===== src/rtl/uart_tx_arbiter_if.sv =====
// uart_tx_arbiter_if: requester-side byte handshake shared by NUM_REQ sources
interface uart_tx_arbiter_if #(
    parameter int NUM_REQ = 4
);
    logic [NUM_REQ-1:0]   req_valid;
    logic [8*NUM_REQ-1:0] req_data;
    logic [NUM_REQ-1:0]   req_last;
    logic [NUM_REQ-1:0]   req_ready;
    logic [NUM_REQ-1:0]   grant;
    modport master (output req_valid, req_data, req_last, input req_ready, grant);
    modport slave  (input req_valid, req_data, req_last, output req_ready, grant);
endinterface


===== src/rtl/uart_tx_arbiter.sv =====
// uart_tx_arbiter: round-robin arbiter with multi-byte lock sharing one uart transmitter
module uart_tx_arbiter #(
    parameter int NUM_REQ       = 4,
    parameter int START_TIMEOUT = 16,
    parameter int LOCK_IDLE_MAX = 4096
) (
    input  logic              clk,
    input  logic              rst,
    uart_tx_arbiter_if.slave  req,
    output logic              busy,
    output logic              uart_transmit,
    output logic [7:0]        uart_tx_byte,
    input  logic              uart_is_transmitting,
    output logic              start_err,
    output logic              lock_err
);
    localparam int IW = $clog2(NUM_REQ);
    localparam int SW = $clog2(START_TIMEOUT + 1);
    localparam int LW = $clog2(LOCK_IDLE_MAX + 1);
    typedef enum logic [1:0] {IDLE, LAUNCH, WAIT_START, WAIT_DONE} state_t;
    state_t             state, state_nxt;
    logic [IW-1:0]      rr_ptr, owner, win;
    logic               win_ok, lock, xfer, start_to, lock_idle, lock_to;
    logic [SW-1:0]      start_cnt;
    logic [LW-1:0]      idle_cnt;
    logic [NUM_REQ-1:0] grant_q, ready;

    function automatic logic [IW-1:0] wrap(int v);
        return IW'(v % NUM_REQ);
    endfunction

    // Scanning downward leaves the first valid index at or after rr_ptr as winner
    always_comb begin
        win = owner;
        win_ok = lock && req.req_valid[owner];
        for (int i = NUM_REQ - 1; i >= 0; i--)
            if (!lock && req.req_valid[wrap(int'(rr_ptr) + i)]) begin
                win = wrap(int'(rr_ptr) + i);
                win_ok = 1'b1;
            end
    end

    assign xfer          = state == IDLE && win_ok;
    assign ready         = (xfer && rst) ? NUM_REQ'(1) << win : '0;
    assign req.req_ready = ready;
    assign req.grant     = grant_q;
    assign start_to      = state == WAIT_START && !uart_is_transmitting && start_cnt == SW'(START_TIMEOUT - 1);
    assign lock_idle     = state == IDLE && lock && !req.req_valid[owner];
    assign lock_to       = lock_idle && idle_cnt == LW'(LOCK_IDLE_MAX - 1);
    assign uart_transmit = state == LAUNCH;
    assign busy          = state != IDLE || lock;

    always_ff @(posedge clk or negedge rst)
        if (!rst) state <= IDLE;
        else      state <= state_nxt;

    always_comb begin
        state_nxt = state;
        case (state)
            IDLE:       state_nxt = xfer ? LAUNCH : IDLE;
            LAUNCH:     state_nxt = WAIT_START;
            WAIT_START: state_nxt = uart_is_transmitting ? WAIT_DONE : start_to ? IDLE : WAIT_START;
            WAIT_DONE:  state_nxt = uart_is_transmitting ? WAIT_DONE : IDLE;
            default:    state_nxt = IDLE;
        endcase
    end

    // start_cnt counts cycles since the transmit pulse, the pulse cycle included
    always_ff @(posedge clk or negedge rst) begin
        if (!rst) begin
            rr_ptr       <= '0;
            owner        <= '0;
            lock         <= 1'b0;
            grant_q      <= '0;
            uart_tx_byte <= 8'h00;
            start_cnt    <= '0;
            idle_cnt     <= '0;
            start_err    <= 1'b0;
            lock_err     <= 1'b0;
        end else begin
            start_err <= start_to;
            lock_err  <= lock_to;
            start_cnt <= xfer ? '0 : (state == LAUNCH || state == WAIT_START) ? start_cnt + 1'b1 : start_cnt;
            idle_cnt  <= (xfer || lock_to) ? '0 : lock_idle ? idle_cnt + 1'b1 : idle_cnt;
            if (xfer) begin
                uart_tx_byte <= req.req_data[8*win +: 8];
                grant_q      <= ready;
                rr_ptr       <= wrap(int'(win) + 1);
                owner        <= win;
                lock         <= !req.req_last[win];
            end else if (lock_to || start_to) begin
                lock    <= 1'b0;
                grant_q <= '0;
            end else if (state == WAIT_DONE && !uart_is_transmitting && !lock) begin
                grant_q <= '0;
            end
        end
    end
endmodule

===== src/flat_wrapper.sv =====
// flat-port wrapper written by rule: the top's interface ports become plain ports
module uart_tx_arbiter_flat 
#(
    parameter int NUM_REQ       = 4,
    parameter int START_TIMEOUT = 16,
    parameter int LOCK_IDLE_MAX = 4096
)
  (clk, rst, busy, uart_transmit, uart_tx_byte, uart_is_transmitting, start_err, lock_err, req_req_valid, req_req_data, req_req_last, req_req_ready, req_grant);
  uart_tx_arbiter_if #(.NUM_REQ(NUM_REQ)) req_i ();
  input  logic clk;
  input  logic rst;
  output logic busy;
  output logic uart_transmit;
  output logic [7:0] uart_tx_byte;
  input  logic uart_is_transmitting;
  output logic start_err;
  output logic lock_err;
  input wire logic [$bits(req_i.req_valid)-1:0] req_req_valid;
  input wire logic [$bits(req_i.req_data)-1:0] req_req_data;
  input wire logic [$bits(req_i.req_last)-1:0] req_req_last;
  output wire logic [$bits(req_i.req_ready)-1:0] req_req_ready;
  output wire logic [$bits(req_i.grant)-1:0] req_grant;
  assign req_i.req_valid = req_req_valid;
  assign req_i.req_data = req_req_data;
  assign req_i.req_last = req_req_last;
  assign req_req_ready = req_i.req_ready;
  assign req_grant = req_i.grant;
  uart_tx_arbiter #(.NUM_REQ(NUM_REQ), .START_TIMEOUT(START_TIMEOUT), .LOCK_IDLE_MAX(LOCK_IDLE_MAX)) u_core (.clk(clk), .rst(rst), .req(req_i), .busy(busy), .uart_transmit(uart_transmit), .uart_tx_byte(uart_tx_byte), .uart_is_transmitting(uart_is_transmitting), .start_err(start_err), .lock_err(lock_err));
endmodule

===== config.mk =====
export PLATFORM = sky130hd
export DESIGN_NAME = uart_tx_arbiter_flat
export DESIGN_NICKNAME = d
export VERILOG_FILES = /design/src/rtl/uart_tx_arbiter_if.sv /design/src/rtl/uart_tx_arbiter.sv /design/src/flat_wrapper.sv
export SDC_FILE = /design/constraint.sdc
export NUM_CORES = 1
export LEC_CHECK = 0
export ABC_AREA = 1
export CAP_MARGIN = 20
export CORE_AREA = 2 2 79 81
export CTS_CLUSTER_DIAMETER = 50
export DETAILED_ROUTE_END_ITERATION = 10
export DIE_AREA = 0 0 81 83
export GPL_TIMING_DRIVEN = 0
export PLACE_DENSITY = 0.81
export SYNTH_ARGS = -nofsm -noshare
export SYNTH_HDL_FRONTEND = slang
export SYNTH_SLANG_ARGS = --single-unit
export TNS_END_PERCENT = 100

===== constraint.sdc =====
create_clock -name clk -period 4.8 [get_ports clk]
set_input_delay 1.44 -clock clk [delete_from_list [all_inputs] [get_ports clk]]
set_output_delay 1.44 -clock clk [all_outputs]
set_load 0.005 [all_outputs]

Yosys cells after proc, flatten, opt, wreduce, memory -nomap -nowiden
Cells that the tools add are included.
{"block": "op_classes", "add_sub_neg": 6, "n_lt_le_gt_ge": 6, "eq_ne": 5, "shifts": 2, "n_mux": 35, "reduce_logical": 28}
{"op": "$shiftx 32x6->8", "count": 1}
{"op": "$mux 13", "count": 2}
{"op": "$lt 2x3->1 const B", "count": 6}
{"op": "$mux 4", "count": 4}
{"op": "$logic_and 1x1->1", "count": 14}
{"op": "$mux 2", "count": 7}
{"op": "$add 13x1->13 const B", "count": 1}
{"op": "$eq 13x12->1 const B", "count": 1}
{"op": "$mux 1", "count": 13}
{"op": "$bmux 1 s2", "count": 6}
{"op": "$mux 5", "count": 2}
{"op": "$pmux 2 s4", "count": 1}
{"op": "$reduce_bool 2->1", "count": 4}
{"op": "$add 5x1->5 const B", "count": 1}
{"op": "$eq 5x4->1 const B", "count": 1}
{"op": "$add 2x1->2 const B", "count": 2}
{"op": "$add 2x2->2 const B", "count": 2}
{"op": "$eq 2x2->1 const B", "count": 2}
{"op": "$logic_not 1->1", "count": 4}
{"op": "$logic_or 1x1->1", "count": 4}
{"op": "$shl 1x2->4 const A", "count": 1}
{"op": "$reduce_bool 3->1", "count": 1}
{"op": "$eq 2x1->1 const B", "count": 1}
{"op": "$logic_not 2->1", "count": 1}
{"block": "totals", "regBits": 39, "output_inout_bits": 20, "elab_cells": 92}

Longest topological paths before layout
Gate-level depths: netlist of the first run.
{"block": "depth", "depth_word": 12, "mapped_depth": 19, "ltp_nobuf": 17}

Worst setup path after synthesis of the first run
Ideal clock, no wire load.
{"block": "synth_path", "path_kind": "in2out", "startpoint": "in req_req_valid[2]", "endpoint": "out req_req_ready[2]", "t_arrival_ns": 2.571, "t_required_ns": 3.360, "slack_ns": 0.789, "cell_stages": 13, "path_cell_list": "inv_1 o21ai_1 inv_1 nand2_1 nand3_1 nand3_1 nand3_1 nand2_1 nand2_1 nand2_1 buf_2 nand3_1 inv_1"}
{"block": "synth_via", "elab_chain_cells": 10, "elab_cells_between_ends": 27, "classes_between": "shift (1); mux (19); reduce/logical (7)"}
{"element": "start: declaration", "line_no": "flat_wrapper.sv:18", "text": "input wire logic [$bits(req_i.req_valid)-1:0] req_req_valid;"}
{"element": "$bmux 1 s2, on equally long branches", "line_no": "uart_tx_arbiter.sv:35, uart_tx_arbiter.sv:37"}
{"element": "$mux 1, on equally long branches", "line_no": "uart_tx_arbiter.sv:35, uart_tx_arbiter.sv:37"}
{"element": "$logic_and 1x1->1, on equally long branches", "line_no": "uart_tx_arbiter.sv:35, uart_tx_arbiter.sv:37"}
{"element": "$mux 1 (4 in a row)", "line_no": "uart_tx_arbiter.sv:37", "text": "if (!lock && req.req_valid[wrap(int'(rr_ptr) + i)]) begin"}
{"element": "$logic_and 1x1->1", "line_no": "uart_tx_arbiter.sv:43", "text": "assign xfer = state == IDLE && win_ok;"}
{"element": "$logic_and 1x1->1", "line_no": "uart_tx_arbiter.sv:44", "text": "assign ready = (xfer && rst) ? NUM_REQ'(1) << win : '0;"}
{"element": "$mux 4 (*)", "line_no": "uart_tx_arbiter.sv:44"}
{"element": "end: declaration", "line_no": "flat_wrapper.sv:21", "text": "output wire logic [$bits(req_i.req_ready)-1:0] req_req_ready;"}
Mark *: on every way between the ends. The rest lies on a longest branch, timed or not. The select of a mux whose other input is x is not followed.

Final worst setup path of the first run
{"block": "layout_path", "startpoint": "in req_req_valid[3]", "endpoint": "out req_req_ready[2]"}
Same word-level chain as after synthesis.

==> results.py, run 1 <==
metrics = {
    "synthesis": {
        "ys_seq_elements": 39,
        "ys.flop_type": "dfrtp_1",
        "synth-seq-area-share_pct": 37.8,
        "synth_area_leaders": "dfrtp_1, nand2_1, nand3_1",
        "synth.distinct_cells": 31,
        "synth-warning-count": 0,
        "yosys.area.top_type": "dfrtp_1",
        "avgSynthCellArea_um2": 6.97,
        "postSynthCellCount": 370,
        "netlist.area_leader.share_pct": 37.8,
        "synth_commonest_cells": "nand2_1, nand3_1, dfrtp_1, inv_1, nor2_1",
        "synth_area_um2": 2580,
        "synth_enable_flop_cells": 0,
        "synth_most_common_cell": "nand2_1",
        "syn_nets": 421,
        "async_flop_share_pct": 100,
    },
    "cts": {
        "numCtsBuffers": 5,
        "clockBufferDepth": 2,
        "clock_sinks": 39,
        "clock_latency_ns": 0.29,
        "clk_pin_slew_ns": 0.08,
        "htreeDepth": 2,
        "cts_tree": "yes",
        "root_buffer": "clkbuf_8",
    },
    "floorplan": {
        "pin_count": 63,
        "die_h_um": 83,
        "start_util_pct": 44.4,
        "row_count": 28,
        "core-area_um2": 5820,
        "die_w_um": 81,
        "die_area_um2": 6720,
    },
    "sta": {
        "rsz0062_at_grt": "false",
        "worst_pin_slew_ns": 0.872,
        "layout_setup_ws_ns": 0.250,
        "fmax_mhz": 220,
        "finalSetupViolCount": 0,
        "fin_skew_ns": 0.00396,
        "finalHoldViolations": 0,
        "fin_crit_sh_pct": 94.8,
        "slew_viol_final": 0,
        "finalCriticalPeriod_ns": 4.55,
        "slew_headroom_pct": 41.9,
        "hold_slack_ns": 0.483,
    },
    "job": {
        "cap_viol_max_count": 0,
    },
    "critical_path": {
        "critPathKind": "in2out",
        "arrival_ns": 3.11,
        "crit_required_ns": 3.36,
        "critPathMaxStageDelay_ns": 0.23,
        "crit_path_frequent_cell": "nand2_2",
        "crit_path_start_kind": "input pin",
        "cpMaxStageDelayCell": "dlygate4sd2_1",
        "cp_max_fo": 4,
        "cp-end-kind": "primary output",
        "cp_cell_sequence": "dlygate4sd2_1 > inv_1 > nand2_1 > nand2_2 > a21oi_2 > nand2_2 > nand4_1 > nand2_2 > buf_6 > nor2_4 > buf_6 > nand3_2 > inv_1 > dlygate4sd2_1",
    },
    "layout": {
        "diodes": 0,
        "nets": 503,
        "drive_above_1_share_pct": 15.0,
        "finalNonFillerCells": 528,
        "fillCellCount": 499,
        "syn_to_final_growth_pct": 40.1,
        "finish.utilization_pct": 62.1,
    },
    "power_and_ir_drop": {
        "leakage_nw": 1.94,
        "peakVddDrop_mv": 0.569,
        "powerDensity_nw_per_um2": 762,
    },
    "run_status": {
        "status": "finished, final reports clean",
    },
    "drt": {
        "initialDrtViolationCount": 203,
        "antenna_violating_nets_post_route": 0,
        "vias": 2658,
        "dr.pass1.iters": 4,
        "wirelength_um": 6940,
        "post-route-drc-count": 0,
        "drt-wirelength-per-cell_um": 13.1,
        "vias_per_cell": 5.03,
    },
    "global_route": {
        "grt_max_degree": 41,
        "overflow": 0,
        "grt_pass1_wl_um": 11500,
        "grt_pass1_vias": 2551,
        "antenna_found_initial": 0,
        "grt_usage_pct": 21.5,
    },
    "place": {
        "port_buffers": 62,
        "pre_cts_ws_ns": -0.519,
        "routabilityCongestion": 0.792,
        "post-place-cells": 507,
        "dpl.hpwl_um": 5000,
    },
    "min_path": {
        "min_path_type": "reg2reg",
    },
}
final cells by class:
cell class / instances / area [µm²] / area share [%]
timing repair buffer: 75 / 711 / 19.7
sequential: 39 / 976 / 27.0
buffer: 11 / 95.1 / 2.63
multi-input combinational: 282 / 1460 / 40.4
inverter: 38 / 145 / 4.02
tap: 75 / 93.8 / 2.60
clock buffer: 6 / 72.6 / 2.01
clock inverter: 2 / 60.1 / 1.66
power by group:
part	switching, mW	total [mW]	internal (mW)
clock	0.114	0.322	0.208
combinational	1.16	1.95	0.788
sequential	0.0631	0.482	0.419
total	1.34	2.75	1.42
flip-flops by register name (all words and copies together) (netlist names):
register and cells:
u_core.owner 2, u_core.uart_tx_byte 8, u_core.req.grant 4, u_core.lock_err 1, u_core.idle_cnt 13, u_core.rr_ptr 2, u_core.start_err 1, u_core.start_cnt 5
u_core.lock 1, u_core.state 2
worst max-delay path: cells and delay by family:
family,cells,cell delay [ns]
buf+inv,6,0.80
simple gates,7,0.66
compound gates,1,0.19
layer usage:
layer | track usage, % | share of wire [%]
met1 | 29.0 | 44
met2 | 35.2 | 50
met3 | 4.35 | 4.4
met4 | 5.39 | 1.2
met5 | 0 | 0
through the flow:
step	setup TNS, ns	instance area (µm²)	power [mW]
3_5_place_dp	-1.79	3290	2.12
4_1_cts	-0.196	3550	2.67
2_1_floorplan	0	2580	1.64
3_3_place_gp	-3.60	3290	2.08
5_1_grt	0	3610	3.00
6_report	0	3610	2.75
repair_timing:
action / 4_1_cts / 5_1_grt
pin swaps: 6 / 8
buffers inserted: 10 / 3
resized for setup: 22 / 18
hold buffers: 0 / 0
endpoints found under the setup margin: 4 / 4
worst paths after layout:
| check | start | end | slack [ns] | depth (start not counted) |
|---|---|---|---|---|
| hold reg to reg | u_core.uart_tx_byte[1]$_DFFE_PN0P_ | u_core.uart_tx_byte[1]$_DFFE_PN0P_ | 0.48 | 2 |
| setup reg to reg | u_core.rr_ptr[0]$_DFFE_PN0P_ | u_core.idle_cnt[6]$_DFFE_PN0P_ | 2.59 | 16 |
| setup / recovery | req_req_valid[3] | req_req_ready[2] | 0.25 | 14 |
| min in group asynchronous | rst | u_core.idle_cnt[7]$_DFFE_PN0P_ | 1.25 | 1 |
| max in group asynchronous | rst | u_core.idle_cnt[2]$_DFFE_PN0P_ | 2.99 | 1 |
| hold / removal | u_core.uart_tx_byte[1]$_DFFE_PN0P_ | u_core.uart_tx_byte[1]$_DFFE_PN0P_ | 0.48 | 2 |
cells by family (layout without fill, tap and decap cells):
group | Yosys count | after routing | share of synthesized area (%)
and+or+nand+nor | 235 | 235 | 39.6
buffers and inverters | 49 | 132 | 8.68
DFF | 39 | 39 | 37.8
AOI/OAI and AO/OA | 28 | 28 | 6.30
xor gates and xnor gates | 11 | 11 | 3.73
adders and majority gates | 8 | 8 | 3.88
placed cells by master (no fill, tap or decap), drive strengths merged:
cell type      count
buf               25
and3               3
bufinv             2
a31oi              1
nand3             44
nand3b             1
a21oi              6
o21ai             16
clkdlybuf4s50     53
dlygate4sd2        3
dlymetal6s2s       3
o31ai              2
clkbuf             8
dfrtp             39
inv               38
nor2              15
xor2               9
o21bai             1
nor3               4
xnor2              2
nand4              5
ha                 8
nand2            162
o22ai              2
or2                1
Note: power is estimated with default switching activity, not from simulation.
==> run 2: changes to the inputs <==
--- a/config.mk
+++ b/config.mk
@@ -13,6 +13,7 @@
 export DIE_AREA = 0 0 81 83
 export GPL_TIMING_DRIVEN = 0
 export PLACE_DENSITY = 0.81
+export SKIP_LAST_GASP = 1
 export SYNTH_ARGS = -nofsm -noshare
 export SYNTH_HDL_FRONTEND = slang
 export SYNTH_SLANG_ARGS = --single-unit
==> results.py, run 2 (synthesis results as in run 1) <==
metrics = {
    "floorplan": {
        "pin_count": 63,
        "start_util_pct": 44.4,
        "die_area_um2": 6720,
        "row_count": 28,
        "die_w_um": 81,
        "core-area_um2": 5820,
        "die_h_um": 83,
    },
    "power_and_ir_drop": {
        "p_seq_share_pct": 17.6,
        "peakVddDrop_mv": 0.563,
        "leakage_nw": 1.93,
        "power_mw": 2.73,
        "comb_power_share_pct": 70.6,
        "switching_share_pct": 48.6,
        "power.switching_mw": 1.33,
        "clkPwrFrac_pct": 11.8,
        "powerDensity_nw_per_um2": 760,
        "p_int_mw": 1.41,
    },
    "cts": {
        "clockBufferDepth": 2,
        "clock_latency_ns": 0.29,
        "root_buffer": "clkbuf_8",
        "htreeDepth": 2,
        "clk_pin_slew_ns": 0.08,
        "clock_sinks": 39,
        "numCtsBuffers": 5,
        "cts_tree": "yes",
    },
    "drt": {
        "vias_per_cell": 5.03,
        "drt-wirelength-per-cell_um": 13.2,
        "initialDrtViolationCount": 164,
        "vias": 2644,
        "dr.pass1.iters": 4,
        "wirelength_um": 6940,
        "antenna_violating_nets_post_route": 0,
        "post-route-drc-count": 0,
    },
    "global_route": {
        "grt_max_degree": 41,
        "antenna_found_initial": 0,
        "grt_pass1_vias": 2553,
        "overflow": 0,
        "grt_usage_pct": 21.6,
        "grt_pass1_wl_um": 11500,
    },
    "sta": {
        "finalSetupViolCount": 0,
        "rsz0062_at_grt": "false",
        "fmax_mhz": 219,
        "hold_slack_ns": 0.484,
        "slew_headroom_pct": 41.4,
        "finalHoldViolations": 0,
        "fin_skew_ns": 0.00645,
        "worst_pin_slew_ns": 0.879,
        "finalCriticalPeriod_ns": 4.56,
        "fin_crit_sh_pct": 94.9,
        "slew_viol_final": 0,
    },
    "place": {
        "dpl.hpwl_um": 5000,
        "routabilityCongestion": 0.792,
        "port_buffers": 62,
    },
    "critical_path": {
        "crit_required_ns": 3.36,
        "r2r_cells": 16,
        "crit_path_start_kind": "input pin",
        "arrival_ns": 3.12,
        "reg2reg_slack_ns": 2.59,
        "endpoint": "req_req_ready[0]",
        "cp-end-kind": "primary output",
        "cp_max_fo": 4,
        "crit_start": "req_req_valid[3]",
        "r2r-start": "u_core.rr_ptr[0]$_DFFE_PN0P_",
        "critPathKind": "in2out",
        "worstReg2RegEnd": "u_core.idle_cnt[3]$_DFFE_PN0P_",
    },
    "layout": {
        "final_cell_mix": "nand2_1, clkdlybuf4s50_1, dfrtp_1",
        "nets": 501,
        "ff_latch_area_um2": 976,
        "drive_above_1_share_pct": 14.2,
        "multiInputGateArea_um2": 1460,
        "syn_to_final_growth_pct": 39.4,
        "fillCellCount": 505,
        "layout_commonest_cell": "nand2_1",
        "diodes": 0,
        "largest_reg_flops": 13,
        "largest-register": "u_core.idle_cnt",
        "top_regs": "u_core.idle_cnt (13), u_core.uart_tx_byte (8), u_core.start_cnt (5)",
    },
    "min_path": {
        "min_path_type": "reg2reg",
    },
    "job": {
        "cap_viol_max_count": 0,
    },
    "run_status": {
        "status": "finished, final reports clean",
    },
}
==> run 2: layout make-up <==
type	count	share of cell area, %
Sequential cell	39	27.1
Clock buffer	6	2.02
Multi-Input combinational cell	282	40.5
Tap cell	75	2.61
Buffer	11	2.64
Inverter	38	4.03
Timing Repair Buffer	73	19.4
Clock inverter	2	1.67
==> run 2: worst max-delay path, cell delays in order <==
cell and delay (ns):
dlygate4sd2_1 0.23, inv_1 0.05, nand2_1 0.07, nand2_2 0.08, a21oi_2 0.17, nand2_2 0.10, nand4_1 0.13, nand2_2 0.08
buf_6 0.13, nor2_4 0.18, nand3_1 0.13, inv_1 0.06, dlygate4sd2_1 0.25
==> run 2: power by group through the flow <==
stage	Sequential (mW)	Combinational, mW	Clock, mW
after detailed placement	0.485	1.64	0
final	0.482	1.93	0.323
after global routing	0.492	2.15	0.343
after floorplan	0.479	1.16	0
after global placement	0.481	1.60	0
after CTS	0.481	1.87	0.329
==> run 2: repair_timing <==
item | CTS | global route
hold buffers | 0 | 0
setup endpoints to repair | 4 | 4
setup buffers | 10 | 1
resized for setup | 21 | 15
pin swaps | 6 | 9
==> run 2: metal layers <==
layer | track usage (%) | wire length, µm | vias up
li1 | - | - | 1326
met1 | 29.1 | 3070 | 1254
met2 | 35.2 | 3490 | 56
met3 | 4.35 | 289 | 8
met4 | 5.39 | 86 | 0
met5 | 0 | 0 | -
==> run 2: worst min path at each step <==
stage	from	endpoint	slack, ns	depth (start not counted)
global route	u_core.uart_tx_byte[5]$_DFFE_PN0P_	u_core.uart_tx_byte[5]$_DFFE_PN0P_	0.51	2
global placement	u_core.uart_tx_byte[5]$_DFFE_PN0P_	u_core.uart_tx_byte[5]$_DFFE_PN0P_	0.46	2
floorplan	u_core.uart_tx_byte[0]$_DFFE_PN0P_	u_core.uart_tx_byte[0]$_DFFE_PN0P_	0.47	2
CTS	u_core.uart_tx_byte[1]$_DFFE_PN0P_	u_core.uart_tx_byte[1]$_DFFE_PN0P_	0.49	2
detailed placement	u_core.uart_tx_byte[5]$_DFFE_PN0P_	u_core.uart_tx_byte[5]$_DFFE_PN0P_	0.47	2
finish	u_core.uart_tx_byte[1]$_DFFE_PN0P_	u_core.uart_tx_byte[1]$_DFFE_PN0P_	0.48	2
==> run 2: through the flow <==
step / cells / instance area, µm² / TNS, ns / utilization, % / setup slack [ns]
after floorplan: 370 / 2580 / 0 / - / 0.789
after global placement: 507 / 3290 / -3.60 / 56.6 / -0.905
after detailed placement: 507 / 3290 / -1.79 / 56.6 / -0.519
after CTS: 525 / 3550 / -0.385 / 61.1 / -0.196
after global routing: 526 / 3600 / 0 / 61.9 / 0.0688
final: 526 / 3600 / 0 / 61.9 / 0.243
==> run 3: changes to the inputs <==
--- a/config.mk
+++ b/config.mk
@@ -12,6 +12,7 @@
 export DETAILED_ROUTE_END_ITERATION = 10
 export DIE_AREA = 0 0 81 83
 export GPL_TIMING_DRIVEN = 0
+export MAX_ROUTING_LAYER = met4
 export PLACE_DENSITY = 0.81
 export SKIP_LAST_GASP = 1
 export SYNTH_ARGS = -nofsm -noshare
==> results.py, run 3 (synthesis results as in run 1) <==
metrics = {
    "power_and_ir_drop": {
        "peakVddDrop_mv": 0.563,
        "leakage_nw": 1.93,
        "powerDensity_nw_per_um2": 760,
    },
    "cts": {
        "htreeDepth": 2,
        "root_buffer": "clkbuf_8",
        "hold_buffers": 0,
        "clock_sinks": 39,
        "clock_latency_ns": 0.29,
        "clk_pin_slew_ns": 0.08,
        "numCtsBuffers": 5,
        "clockBufferDepth": 2,
        "cts_tree": "yes",
    },
    "sta": {
        "fin_skew_ns": 0.00644,
        "fin_crit_sh_pct": 94.9,
        "worst_pin_slew_ns": 0.879,
        "finalCriticalPeriod_ns": 4.56,
        "finalHoldViolations": 0,
        "slew_viol_final": 0,
        "rsz0062_at_grt": "false",
        "fmax_mhz": 219,
        "slew_headroom_pct": 41.4,
        "finalSetupViolCount": 0,
    },
    "job": {
        "cap_viol_max_count": 0,
    },
    "global_route": {
        "overflow": 0,
        "grt_pass1_vias": 2553,
        "grt_pass1_wl_um": 11500,
        "grt_max_degree": 41,
        "antenna_found_initial": 0,
        "grt_usage_pct": 22.2,
    },
    "layout": {
        "final_cell_mix": "nand2_1, clkdlybuf4s50_1, dfrtp_1",
        "largest-register": "u_core.idle_cnt",
        "diodes": 0,
        "largest_reg_flops": 13,
        "nets": 501,
        "layout_commonest_cell": "nand2_1",
        "finish.utilization_pct": 61.9,
        "syn_to_final_growth_pct": 39.4,
        "drive_above_1_share_pct": 14.2,
        "final_area_um2": 3600,
        "top_regs": "u_core.idle_cnt (13), u_core.uart_tx_byte (8), u_core.start_cnt (5)",
    },
    "floorplan": {
        "die_w_um": 81,
        "core-area_um2": 5820,
        "pin_count": 63,
        "row_count": 28,
        "die_h_um": 83,
        "start_util_pct": 44.4,
        "die_area_um2": 6720,
    },
    "critical_path": {
        "cp_max_fo": 4,
        "crit_required_ns": 3.36,
        "cp-end-kind": "primary output",
        "arrival_ns": 3.12,
        "crit_path_start_kind": "input pin",
        "crit_path_frequent_cell": "nand2_2",
        "critical_path_buf_inv_count": 5,
        "critPathMaxStageDelay_ns": 0.25,
        "cp_top_family": "simple AND/OR/NAND/NOR gates",
        "critPathKind": "in2out",
        "cp_cell_sequence": "dlygate4sd2_1 > inv_1 > nand2_1 > nand2_2 > a21oi_2 > nand2_2 > nand4_1 > nand2_2 > buf_6 > nor2_4 > nand3_1 > inv_1 > dlygate4sd2_1",
        "cpMaxStageDelayCell": "dlygate4sd2_1",
    },
    "drt": {
        "wirelength_um": 6940,
        "drt-wirelength-per-cell_um": 13.2,
        "initialDrtViolationCount": 167,
        "vias_per_cell": 5.03,
        "post-route-drc-count": 0,
        "vias": 2646,
        "antenna_violating_nets_post_route": 0,
        "dr.pass1.iters": 4,
    },
    "place": {
        "dpl.hpwl_um": 5000,
        "port_buffers": 62,
        "place_area_um2": 3290,
        "routabilityCongestion": 0.803,
    },
    "min_path": {
        "min_path_type": "reg2reg",
    },
    "run_status": {
        "status": "finished, final reports clean",
    },
}
run 3: final cells by class:
| cell class | instances | area [µm²] |
|---|---|---|
| plain buffers | 11 | 95.1 |
| clock inverters | 2 | 60.1 |
| multi-input cells | 282 | 1460 |
| fillers | 505 | 2220 |
| well taps | 75 | 93.8 |
| clock buffers | 6 | 72.6 |
| inverters | 38 | 145 |
| flip-flops and latches | 39 | 976 |
| repair buffers | 73 | 699 |
run 3: stage by stage:
step	setup slack, ns	setup TNS (ns)	power, mW	hold WS (ns)	std cells
detailed placement	-0.519	-1.79	2.12	0.469	507
global placement	-0.905	-3.60	2.08	0.463	507
CTS	-0.196	-0.385	2.68	0.487	525
global route	0.0688	0	2.99	0.510	526
floorplan	0.789	0	1.64	0.472	370
finish	0.243	0	2.73	0.484	526
run 3: worst paths after layout:
kind / start / endpoint / slack [ns] / cells past startpoint
worst min register to register: u_core.uart_tx_byte[1]$_DFFE_PN0P_ / u_core.uart_tx_byte[1]$_DFFE_PN0P_ / 0.48 / 2
worst min-delay path: u_core.uart_tx_byte[1]$_DFFE_PN0P_ / u_core.uart_tx_byte[1]$_DFFE_PN0P_ / 0.48 / 2
min in group asynchronous: rst / u_core.idle_cnt[7]$_DFFE_PN0P_ / 1.26 / 1
worst max register to register: u_core.rr_ptr[0]$_DFFE_PN0P_ / u_core.idle_cnt[3]$_DFFE_PN0P_ / 2.59 / 16
max in group asynchronous: rst / u_core.start_cnt[2]$_DFFE_PN0P_ / 2.99 / 1
worst max-delay path: req_req_valid[3] / req_req_ready[0] / 0.24 / 13
run 3: worst register-to-register path: cells and delay by family, from the launching register on:
kind | cells | cell delay [ns]
AOI/OAI and AO/OA | 2 | 0.13
buffers and inverters | 6 | 0.80
DFF | 1 | 0.38
and+or+nand+nor | 8 | 0.82
run 3: routing by layer:
metal,GRT usage [%],share of wire [%],vias up
met5,-,0,-
met4,5.39,1.2,0
met3,4.24,4.1,8
met2,35.2,50,56
li1,-,-,1326
met1,29.1,44,1256
run 3: repair_timing:
action / in CTS / in global routing
gates resized for setup: 21 / 15
pin swaps: 6 / 9
setup endpoints to repair: 4 / 4
setup buffers: 10 / 1
run 3: power breakdown:
part           switching [mW]  internal (mW)
combinational            1.15          0.778
clock                   0.115          0.208
sequential             0.0629          0.419
